===== src/rtl/exu_div_pkg.sv =====
// Shared widths and FSM state type for the integer divide unit.
package exu_div_pkg;

    localparam int unsigned XLEN                = 32;
    localparam int unsigned REG_FILE_ADDR_WIDTH = 5;
    localparam int unsigned DIV_CNT_WIDTH       = 6;

    typedef enum logic [1:0] {
        StIdle,
        StCalc,
        StFix,
        StDone
    } div_state_t;

endpackage


===== src/rtl/exu_div.sv =====
// Iterative radix-2 restoring divider for DIV/DIVU/REM/REMU with a one-cycle
// fast path for divide-by-zero and signed overflow.
module exu_div
    import exu_div_pkg::*;
(
    input  logic                           clk,
    input  logic                           rst,
    input  logic                           div_issue,
    input  logic [XLEN-1:0]                div_rs1_data,
    input  logic [XLEN-1:0]                div_rs2_data,
    input  logic [REG_FILE_ADDR_WIDTH-1:0] div_rd_addr,
    input  logic                           div_unsign,
    input  logic                           div_rem,
    input  logic                           pipe_flush,
    output logic                           exu_div_busy,
    output logic [XLEN-1:0]                div_wb_data,
    output logic [REG_FILE_ADDR_WIDTH-1:0] div_wb_rd_addr,
    output logic                           div_wb_rd_wr_en
);

    localparam logic [XLEN-1:0] MinNeg = {1'b1, {(XLEN-1){1'b0}}};

    div_state_t                     state_q, state_d;
    logic [XLEN-1:0]                quo_q, quo_d;
    logic [XLEN-1:0]                rem_q, rem_d;
    logic [XLEN-1:0]                dvs_q, dvs_d;
    logic [XLEN-1:0]                res_q, res_d;
    logic [REG_FILE_ADDR_WIDTH-1:0] rd_q, rd_d;
    logic [DIV_CNT_WIDTH-1:0]       cnt_q, cnt_d;
    logic                           rem_sel_q, rem_sel_d;
    logic                           quo_neg_q, quo_neg_d;
    logic                           rem_neg_q, rem_neg_d;

    logic            accept, a_neg, b_neg, div_zero, overflow;
    logic [XLEN-1:0] a_abs, b_abs;
    logic [XLEN:0]   shifted, diff;

    assign accept   = ((state_q == StIdle) || (state_q == StDone)) && div_issue && !pipe_flush;
    assign a_neg    = !div_unsign && div_rs1_data[XLEN-1];
    assign b_neg    = !div_unsign && div_rs2_data[XLEN-1];
    assign a_abs    = a_neg ? -div_rs1_data : div_rs1_data;
    assign b_abs    = b_neg ? -div_rs2_data : div_rs2_data;
    assign div_zero = (div_rs2_data == '0);
    assign overflow = !div_unsign && (div_rs1_data == MinNeg) && (div_rs2_data == '1);

    // Partial remainder shifts in the next dividend bit from the top of quo_q.
    assign shifted = {rem_q, quo_q[XLEN-1]};
    assign diff    = shifted - {1'b0, dvs_q};

    always_comb begin
        state_d   = state_q;
        quo_d     = quo_q;
        rem_d     = rem_q;
        dvs_d     = dvs_q;
        res_d     = res_q;
        rd_d      = rd_q;
        cnt_d     = cnt_q;
        rem_sel_d = rem_sel_q;
        quo_neg_d = quo_neg_q;
        rem_neg_d = rem_neg_q;

        unique case (state_q)
            StIdle, StDone: begin
                state_d = StIdle;
                if (accept) begin
                    rd_d      = div_rd_addr;
                    rem_sel_d = div_rem;
                    quo_neg_d = a_neg ^ b_neg;
                    rem_neg_d = a_neg;
                    if (div_zero) begin
                        res_d   = div_rem ? div_rs1_data : '1;
                        state_d = StDone;
                    end else if (overflow) begin
                        res_d   = div_rem ? '0 : MinNeg;
                        state_d = StDone;
                    end else begin
                        quo_d   = a_abs;
                        rem_d   = '0;
                        dvs_d   = b_abs;
                        cnt_d   = DIV_CNT_WIDTH'(XLEN - 1);
                        state_d = StCalc;
                    end
                end
            end
            StCalc: begin
                if (diff[XLEN]) begin
                    rem_d = shifted[XLEN-1:0];
                    quo_d = {quo_q[XLEN-2:0], 1'b0};
                end else begin
                    rem_d = diff[XLEN-1:0];
                    quo_d = {quo_q[XLEN-2:0], 1'b1};
                end
                cnt_d = cnt_q - DIV_CNT_WIDTH'(1);
                if (cnt_q == '0) begin
                    state_d = StFix;
                end
            end
            StFix: begin
                if (rem_sel_q) begin
                    res_d = rem_neg_q ? -rem_q : rem_q;
                end else begin
                    res_d = quo_neg_q ? -quo_q : quo_q;
                end
                state_d = StDone;
            end
            default: state_d = StIdle;
        endcase
    end

    always_ff @(posedge clk) begin
        if (rst) begin
            state_q   <= StIdle;
            quo_q     <= '0;
            rem_q     <= '0;
            dvs_q     <= '0;
            res_q     <= '0;
            rd_q      <= '0;
            cnt_q     <= '0;
            rem_sel_q <= 1'b0;
            quo_neg_q <= 1'b0;
            rem_neg_q <= 1'b0;
        end else begin
            state_q   <= state_d;
            quo_q     <= quo_d;
            rem_q     <= rem_d;
            dvs_q     <= dvs_d;
            res_q     <= res_d;
            rd_q      <= rd_d;
            cnt_q     <= cnt_d;
            rem_sel_q <= rem_sel_d;
            quo_neg_q <= quo_neg_d;
            rem_neg_q <= rem_neg_d;
        end
    end

    // Outputs are forced low combinationally so they read zero for the whole reset cycle.
    assign exu_div_busy    = !rst && ((state_q == StCalc) || (state_q == StFix));
    assign div_wb_rd_wr_en = !rst && (state_q == StDone) && (rd_q != '0);
    assign div_wb_data     = rst ? '0 : res_q;
    assign div_wb_rd_addr  = rst ? '0 : rd_q;

endmodule


===== config.mk =====
export PLATFORM = sky130hd
export DESIGN_NAME = exu_div
export DESIGN_NICKNAME = d
export VERILOG_FILES = /design/src/rtl/exu_div_pkg.sv /design/src/rtl/exu_div.sv
export SDC_FILE = /design/constraint.sdc
export NUM_CORES = 1
export LEC_CHECK = 0
export CAP_MARGIN = 0
export CORE_ASPECT_RATIO = 0.5
export CORE_MARGIN = 5
export CORE_UTILIZATION = 53
export DETAILED_ROUTE_END_ITERATION = 10
export PLACE_DENSITY_LB_ADDON = 0.3
export SETUP_SLACK_MARGIN = 0.02
export SLEW_MARGIN = 25
export SYNTH_ARGS = -nofsm -noshare
export SYNTH_HDL_FRONTEND = slang
export SYNTH_SLANG_ARGS = --single-unit

===== constraint.sdc =====
create_clock -name clk -period 3.2 [get_ports clk]
set_input_delay 0.8 -clock clk [delete_from_list [all_inputs] [get_ports clk]]
set_output_delay 0.8 -clock clk [all_outputs]
set_load 0.03 [all_outputs]

==> metrics.txt, run 1 <==
number of buffers created by CTS 17; reg2reg end rem_q[14]; H-tree level count 4; pre-CTS worst setup slack -0.711 ns; largest net degree at the start of global routing 58; Congestion Overflow GR 0; Final Hold Viols 0; dominant register cell in the synthesized netlist sky130_fd_sc_hd__dfxtp_1; flop and latch count out of synthesis 144; FF-to-FF setup slack 0.06 ns; portion of the clock cycle consumed by the worst path in the final layout 0.990; distinct cell type count after synthesis 83; initial antenna violation count 1; Worst path top cell family by delay simple AND/OR/NAND/NOR gates; Diodes inserted 0; clock period minus final worst setup slack 3.17 ns; gp weighted congestion 0.939; sinks on the clock net 144; count of mapped cells out of synthesis 1,486; Max VDD drop 0.000478 V; total power after layout 0.00827 W; placeable core region 20,600 µm²; number of global-route vias before repair 11,800; power per cell area 551 nW/µm²; startpoint of the most critical register-to-register path quo_q[31]; ratio of routed vias to standard cells 6.17; Final WS setup 0.0329 ns; worst-case clock buffer depth 2; f_max 0.316 GHz; Critical Path Source Type input port; cell breakdown of the critical path clkdlybuf4s50_1, or4_4, or3_4, nand4b_1, o32ai_4, nor2_4, a21o_4, nor2_4, clkbuf_16, nand2_1, o21ai_1; starting density of the core 0.540; final antenna-violating net count 0; all-layer global routing usage 0.305; placed wire-length estimate after detailed placement 28,900 µm; Max Clock Skew 0.0114 ns; maximum cell stage delay along the critical path 0.52 ns; Clk pin slew, worst setup/hold paths 0.07 ns; area enclosed by the die boundary 24,200 µm²; 1st-pass router iterations 6; maximum fanout along the worst path 8; leakage component of the power 6.05 nW; sequential element share of the synthesized area 0.259; synthesized netlist net count 1,604; Slew headroom 0.359; TritonCTS clock tree built; Final nets 1,855; most area-hungry cell type in the Yosys netlist sky130_fd_sc_hd__dfxtp_1; WHS Path Cells 2; cell at the slowest stage of the critical path sky130_fd_sc_hd__or4_4; number of rows created at floorplan 37; overall via count from detail_route 12,500; crit path kind input port to flip-flop; Syn Area/Cell 7.49 µm²; number of synthesized flops with an enable pin 0; Critical Path End Type flip-flop; endpoint of the worst hold path res_q[31]; Worst-Margin Slew 0.960 ns; DR iter-0 viols 1,354; post-synthesis to final-layout area growth 35.1%; fraction of final layout cells with drive strength greater than 1 0.193; io pins 114; most frequent cell on the critical path sky130_fd_sc_hd__nor2_4; accumulated negative setup slack 0 ns; filler instances 1,575; DR WL/cell 19.5 µm; Syn Std Cell Area 11,100 µm²; final wirelength 39,500 µm; global-route wire length before repair 60,900 µm; worst path arrival time 3.52 ns; Worst Hold Launch res_q[31]; CP required 3.56 ns; count of buffers from port buffering 113; number of remaining DRC errors 0; top area cells in the synthesized netlist sky130_fd_sc_hd__dfxtp_1 26%, sky130_fd_sc_hd__xnor2_1 6.5%, sky130_fd_sc_hd__nand2_1 6.3%, sky130_fd_sc_hd__xor2_1 5.0%, sky130_fd_sc_hd__ha_1 4.7%; Async S/R FF share, synth 0; count of buffer and inverter cells on the critical path 2; Synth top area share 0.259; vertical die dimension 112 µm; CTS Root Buffer Type sky130_fd_sc_hd__clkbuf_16; worst min-delay path category flip-flop to flip-flop; Register-to-Register Path Depth 15; clk_lat worst skew 0.45 ns; hold buffers post-CTS 0; chip width 215 µm; final-report max-slew violation count 0; max-cap viol count 0; result of the run completed; Yosys warning total 0; number of setup violations in the final report 0
cell usage after synthesis (23+ instances only):
cell and number:
sky130_fd_sc_hd__a211oi_1 41, sky130_fd_sc_hd__a21oi_1 98, sky130_fd_sc_hd__clkbuf_1 72, sky130_fd_sc_hd__dfxtp_1 144, sky130_fd_sc_hd__ha_1 42, sky130_fd_sc_hd__inv_1 66, sky130_fd_sc_hd__mux2i_1 23, sky130_fd_sc_hd__nand2_1 188
sky130_fd_sc_hd__nor2_1 120, sky130_fd_sc_hd__nor2b_1 60, sky130_fd_sc_hd__nor3_1 28, sky130_fd_sc_hd__o211ai_1 26, sky130_fd_sc_hd__o21ai_0 71, sky130_fd_sc_hd__o21ai_1 42, sky130_fd_sc_hd__o31ai_1 29, sky130_fd_sc_hd__xnor2_1 83
sky130_fd_sc_hd__xor2_1 63
worst max-delay path by stage:
stage / to / depth (start not counted) / slack, ns / from
floorplan: quo_q[29] / 9 / 0.12 / div_rs1_data[6]
global placement: rem_q[31] / 12 / -0.65 / div_rs1_data[0]
detailed placement: rem_q[18] / 12 / -0.71 / div_rs1_data[0]
CTS: rem_q[8] / 12 / 0.002 / rem_q[8]
global route: rem_q[14] / 12 / -0.06 / div_rs2_data[20]
finish: rem_q[14] / 11 / 0.03 / div_rs1_data[27]
logic make-up after synthesis:
group                    count (synthesis)  share of synthesized area
AO/OA/AOI/OAI                          448                      0.269
flip-flops                             144                      0.259
buffers and inverters                  158                     0.0556
XOR/XNOR                               146                      0.115
adder cells (fa/ha/maj)                 43                     0.0490
AND/OR/NAND/NOR                        523                      0.231
multiplexers                            24                     0.0217
layout by cell type (no fill, tap or decap), types with 26 or more instances in the layout:
master                            count
sky130_fd_sc_hd__buf_4              195
sky130_fd_sc_hd__xor2_1              62
sky130_fd_sc_hd__ha_1                35
sky130_fd_sc_hd__o21ai_1             41
sky130_fd_sc_hd__clkdlybuf4s50_1    100
sky130_fd_sc_hd__nor2_1             115
sky130_fd_sc_hd__inv_1               62
sky130_fd_sc_hd__o21ai_0             70
sky130_fd_sc_hd__dfxtp_1            140
sky130_fd_sc_hd__a21oi_1             93
sky130_fd_sc_hd__nand2_1            185
sky130_fd_sc_hd__o211ai_1            26
sky130_fd_sc_hd__nor2b_1             59
sky130_fd_sc_hd__xnor2_1             83
sky130_fd_sc_hd__o31ai_1             26
sky130_fd_sc_hd__a211oi_1            40
worst reg2reg max path, cell delays in order, from the launching register on:
cell and delay (ns):
sky130_fd_sc_hd__dfxtp_4 0.36, sky130_fd_sc_hd__inv_4 0.08, sky130_fd_sc_hd__ha_4 0.15, sky130_fd_sc_hd__fa_2 0.26, sky130_fd_sc_hd__nor2b_4 0.06, sky130_fd_sc_hd__o31a_1 0.33, sky130_fd_sc_hd__o31ai_4 0.28, sky130_fd_sc_hd__a21oi_2 0.11
sky130_fd_sc_hd__o211a_1 0.28, sky130_fd_sc_hd__o21ai_2 0.16, sky130_fd_sc_hd__buf_6 0.14, sky130_fd_sc_hd__xor2_4 0.17, sky130_fd_sc_hd__buf_12 0.16, sky130_fd_sc_hd__clkbuf_16 0.16, sky130_fd_sc_hd__mux2i_1 0.21, sky130_fd_sc_hd__o21ai_1 0.12
through the flow:
stage / util / cells / hold slack [ns] / cell area (µm²)
finish: 0.729 / 2022 / 0.462 / 15000
global route: 0.729 / 2022 / 0.486 / 15000
CTS: 0.705 / 2009 / 0.463 / 14500
detailed placement: 0.668 / 1973 / 0.446 / 13800
global placement: 0.668 / 1973 / 0.442 / 13800
floorplan: - / 1486 / 0.427 / 11100
routing by layer:
metal / vias to the layer above / part of all wire / track usage / routed length, µm
met5: - / 0.00033 / 0 / 13
met4: 2 / 0.026 / 0.0810 / 1010
met3: 102 / 0.12 / 0.0660 / 4560
met2: 721 / 0.43 / 0.471 / 17100
met1: 5801 / 0.43 / 0.433 / 16800
li1: 5843 / - / - / -
report_power, final:
part	internal [W]	switching [W]	total, W	leakage, nW
Clock	0.00134	0.000799	0.00214	0.295
Sequential	0.00208	0.000297	0.00237	1.17
Combinational	0.00159	0.00217	0.00376	4.58
flip-flops by register name (all words and copies together), names as in the netlist:
| name | cells |
|---|---|
| rem_q | 32 |
| rem_neg_q | 1 |
| quo_neg_q | 1 |
| dvs_q | 32 |
| cnt_q | 6 |
| state_q | 2 |
| rd_q | 5 |
| quo_q | 32 |
| res_q | 32 |
| rem_sel_q | 1 |
cell type report:
cell class / count / area [µm²] / area share
Clock inverter: 6 / 130 / 0.00866
Multi-Input combinational cell: 1184 / 8050 / 0.535
Clock buffer: 25 / 475 / 0.0316
Inverter: 67 / 254 / 0.0169
Tap cell: 273 / 342 / 0.0227
Sequential cell: 144 / 2890 / 0.192
Timing Repair Buffer: 323 / 2890 / 0.192
what timing repair did:
action	CTS	global route
endpoints found under the hold margin	0	0
setup buffers	5	8
cloned	0	5
endpoints found under the setup margin	134	115
pin swaps	14	27
resized for setup	30	80
No activity file was read; power rests on OpenSTA's default activity.
==> run 2, diff against run 1 <==
- CTS_CLUSTER_DIAMETER: unset -> 120
==> results of run 2 <==
The final DEF is identical to that of run 1; final timing and power are the same.
